===== config.mk =====
export PLATFORM = sky130hd
export DESIGN_NAME = byte_serial_logic_unit
export DESIGN_NICKNAME = d
export VERILOG_FILES = /design/src/rtl/byte_serial_logic_unit.sv
export SDC_FILE = /design/constraint.sdc
export NUM_CORES = 1
export LEC_CHECK = 0
export CAP_MARGIN = 15
export CORE_ASPECT_RATIO = 1.5
export CORE_MARGIN = 2
export CORE_UTILIZATION = 54
export DETAILED_ROUTE_END_ITERATION = 10
export PLACE_DENSITY_LB_ADDON = 0.08
export SYNTH_ARGS = -nofsm -noshare
export SYNTH_HDL_FRONTEND = slang
export SYNTH_SLANG_ARGS = --single-unit
export TNS_END_PERCENT = 10

===== constraint.sdc =====
create_clock -name clk -period 2.9 [get_ports clk]
set_input_delay 0.58 -clock clk [delete_from_list [all_inputs] [get_ports clk]]
set_output_delay 0.58 -clock clk [all_outputs]
set_load 0.01 [all_outputs]

===== src/rtl/byte_serial_logic_unit.sv =====
// byte_serial_logic_unit
// Multi-cycle bitwise logic unit (AND/OR/XOR/NOR) for the ALU path.
// Evaluates one 8-bit lane per clock, LSB lane first, then holds the
// assembled result and zero flag until the consumer takes them.

module byte_serial_logic_unit #(
  parameter int WIDTH = 32
) (
  input  logic             clk,
  input  logic             rst_n,
  input  logic             in_valid,
  output logic             in_ready,
  input  logic [1:0]       op,
  input  logic [WIDTH-1:0] a,
  input  logic [WIDTH-1:0] b,
  output logic             out_valid,
  input  logic             out_ready,
  output logic [WIDTH-1:0] result,
  output logic             zero
);

  localparam int LANES = WIDTH / 8;
  localparam int CNT_W = (LANES > 1) ? $clog2(LANES) : 1;

  typedef enum logic [1:0] {
    IDLE = 2'd0,
    RUN  = 2'd1,
    DONE = 2'd2
  } state_t;

  state_t             state_q, state_d;
  logic [CNT_W-1:0]   cnt_q, cnt_d;
  logic [WIDTH-1:0]   a_q, a_d;
  logic [WIDTH-1:0]   b_q, b_d;
  logic [1:0]         op_q, op_d;
  logic [WIDTH-1:0]   result_q, result_d;
  logic               zero_q, zero_d;

  // One lane of the selected bitwise operation; lanes never interact.
  function automatic logic [7:0] lane_op(input logic [1:0] op_sel,
                                         input logic [7:0] x,
                                         input logic [7:0] y);
    logic [7:0] r;
    case (op_sel)
      2'b00:   r = x & y;
      2'b01:   r = x | y;
      2'b10:   r = x ^ y;
      default: r = ~(x | y);
    endcase
    return r;
  endfunction

  // Next-state logic: accept in IDLE, one lane per RUN cycle, hold in DONE.
  always_comb begin
    state_d  = state_q;
    cnt_d    = cnt_q;
    a_d      = a_q;
    b_d      = b_q;
    op_d     = op_q;
    result_d = result_q;
    zero_d   = zero_q;
    case (state_q)
      IDLE: begin
        if (in_valid) begin
          a_d      = a;
          b_d      = b;
          op_d     = op;
          cnt_d    = '0;
          result_d = '0;
          zero_d   = 1'b0;
          state_d  = RUN;
        end
      end
      RUN: begin
        for (int k = 0; k < LANES; k++) begin
          if (cnt_q == CNT_W'(k)) begin
            result_d[8*k +: 8] = lane_op(op_q, a_q[8*k +: 8], b_q[8*k +: 8]);
          end
        end
        if (cnt_q == CNT_W'(LANES - 1)) begin
          zero_d  = (result_d == '0);
          state_d = DONE;
        end else begin
          cnt_d = cnt_q + CNT_W'(1);
        end
      end
      DONE: begin
        if (out_ready) begin
          state_d = IDLE;
        end
      end
      default: state_d = IDLE;
    endcase
  end

  // State and datapath registers, cleared asynchronously on reset.
  always_ff @(posedge clk or negedge rst_n) begin
    if (!rst_n) begin
      state_q  <= IDLE;
      cnt_q    <= '0;
      a_q      <= '0;
      b_q      <= '0;
      op_q     <= '0;
      result_q <= '0;
      zero_q   <= 1'b0;
    end else begin
      state_q  <= state_d;
      cnt_q    <= cnt_d;
      a_q      <= a_d;
      b_q      <= b_d;
      op_q     <= op_d;
      result_q <= result_d;
      zero_q   <= zero_d;
    end
  end

  assign in_ready  = (state_q == IDLE);
  assign out_valid = (state_q == DONE);
  assign result    = result_q;
  assign zero      = zero_q;

endmodule

# Word-level counts from Yosys, hierarchy flattened
# Cells that the tools add are included.
# W data, S select, Z words.
# classes
addsub,1
n_eq_ne,11
n_mux,24
bitwise_logic,16
n_reduce_logical,10
# ops
op,n
$pmux W8 S3,4
$mux W8,8
$pmux W32 S2,1
$and A8 B8 Y8,4
$logic_not A32 Y1,1
$mux W32,1
$not A8 Y8,4
$or A8 B8 Y8,4
$xor A8 B8 Y8,4
$mux W2,5
$reduce_and A3 Y1,3
$eq A2 B2 Y1 const B,4
$eq A2 B1 Y1 const B,3
$logic_not A2 Y1,3
$ne A2 B2 Y1 const B,3
$pmux W2 S3,1
$pmux W2 S2,1
$reduce_and A2 Y1,2
$add A2 B1 Y2 const B,1
$mux W1,2
$ne A2 B1 Y1 const B,1
$pmux W1 S2,1
$reduce_bool A2 Y1,1
# word_totals
ff_bits,103
input_bits,70
out_inout_bits,35
word_cells,69

# Longest topological paths before layout
# Gate-level depths: netlist (run 1).
# depth
word_depth,8
mapped_depth,10
mapped_depth_nobuf,8

# Worst setup path before layout (run 1)
# OpenSTA, ideal clock, no wires.
# synth_timing
kind,register -> register
from,register cnt_q[0]
to,"register zero_q, in the netlist zero"
arrival_ns,2.103
t_required_ns,2.805
slack_ns,0.701
stages_incl_launch_ff,9
period_less_slack_ns,2.199
cell_sequence,dfrtp_1 -> ha_1 -> clkbuf_1 -> nand2b_1 -> o32ai_1 -> nor4_1 -> o2111ai_1 -> or4_1 -> o31ai_1
# synth_between
elab_chain_cells,6
# synth_lines
element,line,source
from (decl),32,"logic [CNT_W-1:0] cnt_q, cnt_d;"
from (signal assigned),108,cnt_q <= cnt_d;
"$eq A2 B1 Y1, or another cell as far along",76,if (cnt_q == CNT_W'(k)) begin
$mux W8,76,
$mux W8,62,case (state_q)
$logic_not A32 Y1,81,zero_d = (result_d == '0);
$mux W1,80,if (cnt_q == CNT_W'(LANES - 1)) begin
$pmux W1 S2,62,
to (signal assigned),113,zero_q <= zero_d;
to (decl),37,"logic zero_q, zero_d;"
# Several ways; a longest one is shown, not always the timed one. The select of a mux whose other input is x is not followed.
# A chain may end at the register's enable or synchronous reset.

# Worst setup path after layout (run 1)
# layout_timing
from,register op_q[0]
to,"register zero_q, in the netlist zero"
# layout_between
elab_chain_cells,7
# layout_lines
element,line,source
from (decl),35,"logic [1:0] op_q, op_d;"
from (signal assigned),111,op_q <= op_d;
"$eq A2 B2 Y1, or another cell as far along",44,case (op_sel)
$pmux W8 S3,44,
$mux W8,76,
$mux W8,62,
$logic_not A32 Y1 *,81,
$mux W1 *,80,
$pmux W1 S2 *,62,
# Mark *: on every way between the ends. The rest lies on a longest branch, timed or not. The select of a mux whose other input is x is not followed.

==> impl_metrics.ini, run 1 <==
[run_status]
status = complete, no violations

[worst_setup_path]
r2r_slack_ns = 0.24
timing_worst_setup_path_type = flop to flop
slowest_delay_ns = 0.74
startpoint_type = flop
path_cells = buf_4 -> nand2b_1 -> a21oi_1 -> nor4_1 -> nand4_1 -> or4_1 -> o31ai_1
rr_worst_depth = 7
cp-end-kind = flop
crit_fanout = 35
crit_slowest_cell = dfrtp_2
setup.worst_path.start = op_q[0]$_DFFE_PN0P_
arrival_ns = 2.90
required_ns = 3.14
r2r-end = zero$_DFFE_PN0P_
worstReg2RegStart = op_q[0]$_DFFE_PN0P_

[clock_network]
ctsHoldBuffers = 0
clk_pin_slew_ns = 0.07
cts_setup_buffers = 0
cts_tree = built
worstSkewPairLatency_ns = 0.34
cts_sinks = 103
cts-root-buf = clkbuf_16
ctsResizeCount = 0
numCtsBuffers = 9
htree_levels = 3
cts_buffer_depth = 2

[synthesis]
synth_edf_count = 0
yosysSeqAreaShare = 0.425
async_reset_ff_frac = 1.00
syn_nets = 823
synth_area_um2 = 6070
avgSynthCellArea_um2 = 8.86
ys_ff_latch = 103
ys.flop_type = dfrtp_1
synth_top_area_frac = 0.425
yosysWarnings = 0
yosysTopAreaCell = dfrtp_1
ys_types = 36
synthTopCellsByArea = dfrtp_1 (42%), ha_1 (14%), o21ai_0 (9.0%)
syn_inst = 685

[floorplanning]
fp.dieH_um = 134
die_width_um = 90.6
die_area_um2 = 12100
coreArea_um2 = 11000
ioPinCount = 105
initial_utilization = 0.552
num_rows = 47

[finish]
final_cell_mix = nand2_1 (110), o21ai_0 (109), clkdlybuf4s50_1 (103), dfrtp_1 (102), inv_1 (77)
layout_commonest_cell = nand2_1
fin_nets = 913
antenna_cells = 0
drive_above_1_share = 0.0513
syn_to_final_growth_pct = 24.6
final_area_um2 = 7560

[route]
routed_wl_um = 14400
drc = 0
wl_per_cell_um = 15.6
vias = 5020
viasPerCell = 5.42
drtAntennaViolNets = 0
first_iter_violations = 240
first_pass_iters = 5

[power]
leakagePower_nw = 3.46
peakVddDrop_uv = 537
powerDensity_nw_per_um2 = 1100

[global_routing]
grt_pass1_wl_um = 24400
antenna_found_initial = 0
grt_max_degree = 58
gr-usage-all-layers = 0.249
first_global_vias = 5098
overflow = 0

[timing]
fin_hold_ws_ns = 0.254
rsz0062_at_grt = no
finClkSkew_ns = 0.00964
setup-tns-final_ns = 0
setup_violations = 0
timing.final.ws_setup_ns = 0.241
period_minus_slack_ns = 2.66
post-route-period-util = 0.917
hold_violations = 0
tightest_slew_ns = 0.779
drv_slew = 0
timing.fmax_ghz = 0.376
relSlewSlack = 0.481

[worst_hold_path]
min_path_type = input port to asynchronous set/reset pin

[place]
io_buffers = 104
placed_area_um2 = 7220
gp_congestion = 0.890
place_hpwl_um = 10700
pre_cts_ws_ns = 0.293

[job]
max-cap-violations = 0
state kept, by name, indices dropped and copies added (netlist names):
register,flops
b_q,32
state_q,2
a_q,32
cnt_q,2
zero,1
result,32
op_q,2
cell usage after synthesis (all sizes together), types with 6 or more instances:
library cell and instances:
nand2 110, nor3 8, mux2i 19, mux2 8, clkbuf 28, inv 77, ha 68, o32ai 9
and2 10, dfrtp 103, nor2 34, buf 10, a22o 9, o211ai 6, o21ai 109, nand2b 8
a21oi 24
layer usage:
layer / vias up / track usage / part of all wire
met3: 24 / 0.0421 / 0.047
met5: - / 0 / 0
met2: 126 / 0.443 / 0.51
li1: 2484 / - / -
met4: 0 / 0.0838 / 0.023
met1: 2386 / 0.307 / 0.42
cell families after synthesis:
group | Yosys count | synth area share
compound gates | 186 | 0.181
fa+ha+maj | 68 | 0.140
buf+inv | 115 | 0.0765
flops | 103 | 0.425
mux | 27 | 0.0462
simple gates | 186 | 0.131
area by class of cell:
| cell class | count | area (um2) |
|---|---|---|
| Fill cell | 932 | 3430 |
| Multi-Input combinational cell | 467 | 3030 |
| Sequential cell | 103 | 2580 |
| Timing Repair Buffer | 117 | 1140 |
| Inverter | 77 | 289 |
| Clock buffer | 14 | 284 |
| Tap cell | 147 | 184 |
| Clock inverter | 2 | 60.1 |
critical path, delay by kind of cell, from the launching register on:
family	cells	cell delay, ns
compound gates	2	0.33
flops	1	0.74
simple gates	4	1.02
buf+inv	1	0.45
through the flow:
step           power (mW)  std cells   util
6_report             8.29        927  0.688
5_1_grt              9.11        927  0.688
4_1_cts              8.35        927  0.688
3_5_place_dp         6.91        911  0.656
3_3_place_gp         6.75        911  0.656
2_1_floorplan        5.51        685      -
worst max path at each step:
stage               depth (start not counted)  slack, ns               end
floorplan                                   8       0.70  zero$_DFFE_PN0P_
global route                                7       0.03  zero$_DFFE_PN0P_
global placement                            7       0.37  zero$_DFFE_PN0P_
finish                                      7       0.24  zero$_DFFE_PN0P_
CTS                                         7       0.27  zero$_DFFE_PN0P_
detailed placement                          7       0.29  zero$_DFFE_PN0P_
report_power, final:
part	switching, mW	internal [mW]	leakage (nW)
Sequential	0.502	2.07	1.30
Clock	0.524	0.852	0.169
Combinational	2.47	1.88	1.99
Total	3.49	4.80	3.46
Power figures use the tool's default switching activity.
==> inputs of run 2 (changes only) <==
--- a/config.mk
+++ b/config.mk
@@ -5,6 +5,7 @@
 export SDC_FILE = /design/constraint.sdc
 export NUM_CORES = 1
 export LEC_CHECK = 0
+export ABC_AREA = 1
 export CAP_MARGIN = 15
 export CORE_ASPECT_RATIO = 1.5
 export CORE_MARGIN = 2
==> run 2 against run 1 <==
  * Via count grew 11%
  * Global-route usage grew 1.2 points
  * Sequential power shrank 5%
  * Critical endpoint unchanged
  * Highest routed layer unchanged
==> impl_metrics.ini, run 2 <==
[synthesis]
synthTopCellsByArea = dfrtp_1 (42%), ha_1 (14%), a21oi_1 (10%)
syn_inst = 795
synth_top_family_by_area = simple AND/OR/NAND/NOR gates
synth-xor-area-share = 0
synthAdderAreaFrac = 0.139
synth-simple-area-share = 0.176
ys_ff_latch = 103
yosysMostFrequentCell = inv_1
async_reset_ff_frac = 1.00
yosysTopAreaCell = dfrtp_1
synth_compound_area_frac = 0.156
synth_edf_count = 0
synth_top_area_frac = 0.420
avgSynthCellArea_um2 = 7.72
synth_common_cells = inv_1 (128), nor2_1 (127), a21oi_1 (123), dfrtp_1 (103), nand2_1 (86)
syn_nets = 933
ys.flop_type = dfrtp_1
yosysSeqAreaShare = 0.420
ys_types = 19
synth_mux_area_frac = 0
yosysWarnings = 0
synth_area_um2 = 6140

[worst_setup_path]
crit_slowest_cell = nor2_1
timing_worst_setup_path_type = flop to flop
r2r-end = zero$_DFFE_PN0P_
path_cells = nor2_1 -> nand2_1 -> nand3_1 -> a21oi_1 -> nand2_1 -> nor2_1 -> nand2_1 -> nor2_1 -> nand2_1 -> nand2_1
slowest_delay_ns = 0.99
worstReg2RegStart = op_q[1]$_DFFE_PN0P_
arrival_ns = 2.55
crit_top_cell = nand2_1
crit_fanout = 13
startpoint_type = flop
rr_worst_depth = 10
cp-end-kind = flop
r2r_slack_ns = 0.58
required_ns = 3.13

[power]
peakVddDrop_uv = 523
power_mw = 7.88
leakagePower_nw = 3.76
powerDensity_nw_per_um2 = 1040

[timing]
setup-tns-final_ns = 0
rsz0062_at_grt = no
drv_slew = 0
period_minus_slack_ns = 2.32
setup_violations = 0
finClkSkew_ns = 0.00960
hold_violations = 0
post-route-period-util = 0.800
relSlewSlack = 0.181
timing.fmax_ghz = 0.431
tightest_slew_ns = 1.22
timing.final.ws_setup_ns = 0.581

[place]
gp_congestion = 0.830
io_buffers = 104
placed_area_um2 = 7320
place_hpwl_um = 10900
pre_cts_ws_ns = 0.654

[clock_network]
cts_buffer_depth = 2
htree_levels = 3
clk_pin_slew_ns = 0.07
numCtsBuffers = 9
cts_setup_buffers = 0
cts_tree = built
cts_sinks = 103
cts-root-buf = clkbuf_16
ctsHoldBuffers = 0
ctsResizeCount = 0
worstSkewPairLatency_ns = 0.35

[finish]
fillers = 1002
antenna_cells = 0
fin_nets = 1021
utilization = 0.686
layout_commonest_cell = inv_1
drive_above_1_share = 0.0361
final_area_um2 = 7580
final_cell_mix = inv_1 (128), nor2_1 (126), a21oi_1 (123), dfrtp_1 (103), clkdlybuf4s50_1 (103)
syn_to_final_growth_pct = 23.6

[global_routing]
overflow = 0
grt_max_degree = 62
gr-usage-all-layers = 0.261
first_global_vias = 5641
grt_pass1_wl_um = 26000
antenna_found_initial = 0

[route]
drtAntennaViolNets = 0
wl_met1_um = 6320
wl_per_cell_um = 14.7
first_iter_violations = 369
wl_met3_um = 836
wl_met2_um = 7740
vias = 5594
viasPerCell = 5.42
routed_wl_um = 15200
first_pass_iters = 5
routed.top_layer = met4
drc = 0

[floorplanning]
die_width_um = 91.0
coreArea_um2 = 11100
ioPinCount = 105
num_rows = 47
initial_utilization = 0.555
die_area_um2 = 12300
fp.dieH_um = 135

[worst_hold_path]
min_path_type = input port to asynchronous set/reset pin

[job]
max-cap-violations = 0

[run_status]
status = complete, no violations
==> run 2: cell types whose count changed after synthesis, sizes merged, moves of 23 or more <==
cell | previous run | this run
a21oi | 24 | 123
o21ai | 109 | 28
o22ai | 5 | 31
nand3 | 0 | 55
nor2 | 34 | 127
nand2 | 110 | 87
inv | 77 | 130
==> run 2: how the worst max path moves through the flow <==
| stage | from | to | slack [ns] | cells past startpoint |
|---|---|---|---|---|
| after global routing | op_q[1]$_DFFE_PN0P_ | zero$_DFFE_PN0P_ | 0.45 | 10 |
| after detailed placement | op_q[1]$_DFFE_PN0P_ | zero$_DFFE_PN0P_ | 0.65 | 10 |
| after CTS | op_q[1]$_DFFE_PN0P_ | zero$_DFFE_PN0P_ | 0.64 | 10 |
| after global placement | in_valid | a_q[15]$_DFFE_PN0P_ | 0.83 | 5 |
| final | op_q[1]$_DFFE_PN0P_ | zero$_DFFE_PN0P_ | 0.58 | 10 |
| after floorplan | cnt_q[0]$_DFFE_PN0P_ | zero$_DFFE_PN0P_ | 1.27 | 12 |
==> run 2: cells by family after synthesis <==
| kind of cell | Yosys count |
|---|---|
| AO/OA/AOI/OAI | 183 |
| adder cells (fa/ha/maj) | 68 |
| buffers and inverters | 172 |
| flip-flops | 103 |
| AND/OR/NAND/NOR | 269 |
==> run 2: area by class of cell <==
cell class                 instances  area [um2]  area share
clock buffer                      13         260      0.0343
clock inverter                     1        5.00    0.000660
inverter                         132         497      0.0655
multi-input combinational        520        2900       0.382
sequential                       103        2580       0.340
tap                              147         184      0.0243
timing repair buffer             117        1160       0.153
==> run 2: critical path, delay by kind of cell (launching register included) <==
kind | cells | cell delay, ns
simple gates | 9 | 1.57
flops | 1 | 0.53
compound gates | 1 | 0.09
==> run 2: stage by stage <==
stage	hold slack, ns	cells
floorplan	0.284	795
global placement	0.521	1019
detailed placement	0.512	1019
CTS	0.282	1033
global route	0.311	1033
finish	0.251	1033
==> run 2: power breakdown <==
group	internal [mW]	total, mW	leakage [nW]	switching, mW
sequential	2.06	2.45	1.20	0.393
clock	0.620	1.13	0.132	0.513
combinational	1.64	4.29	2.42	2.66
==> run 2: per-layer routing <==
layer  track usage  vias to the layer above
li1              -                     2710
met1         0.318                     2647
met4        0.0884                        0
met2         0.470                      207
met3        0.0424                       30
met5             0                        -
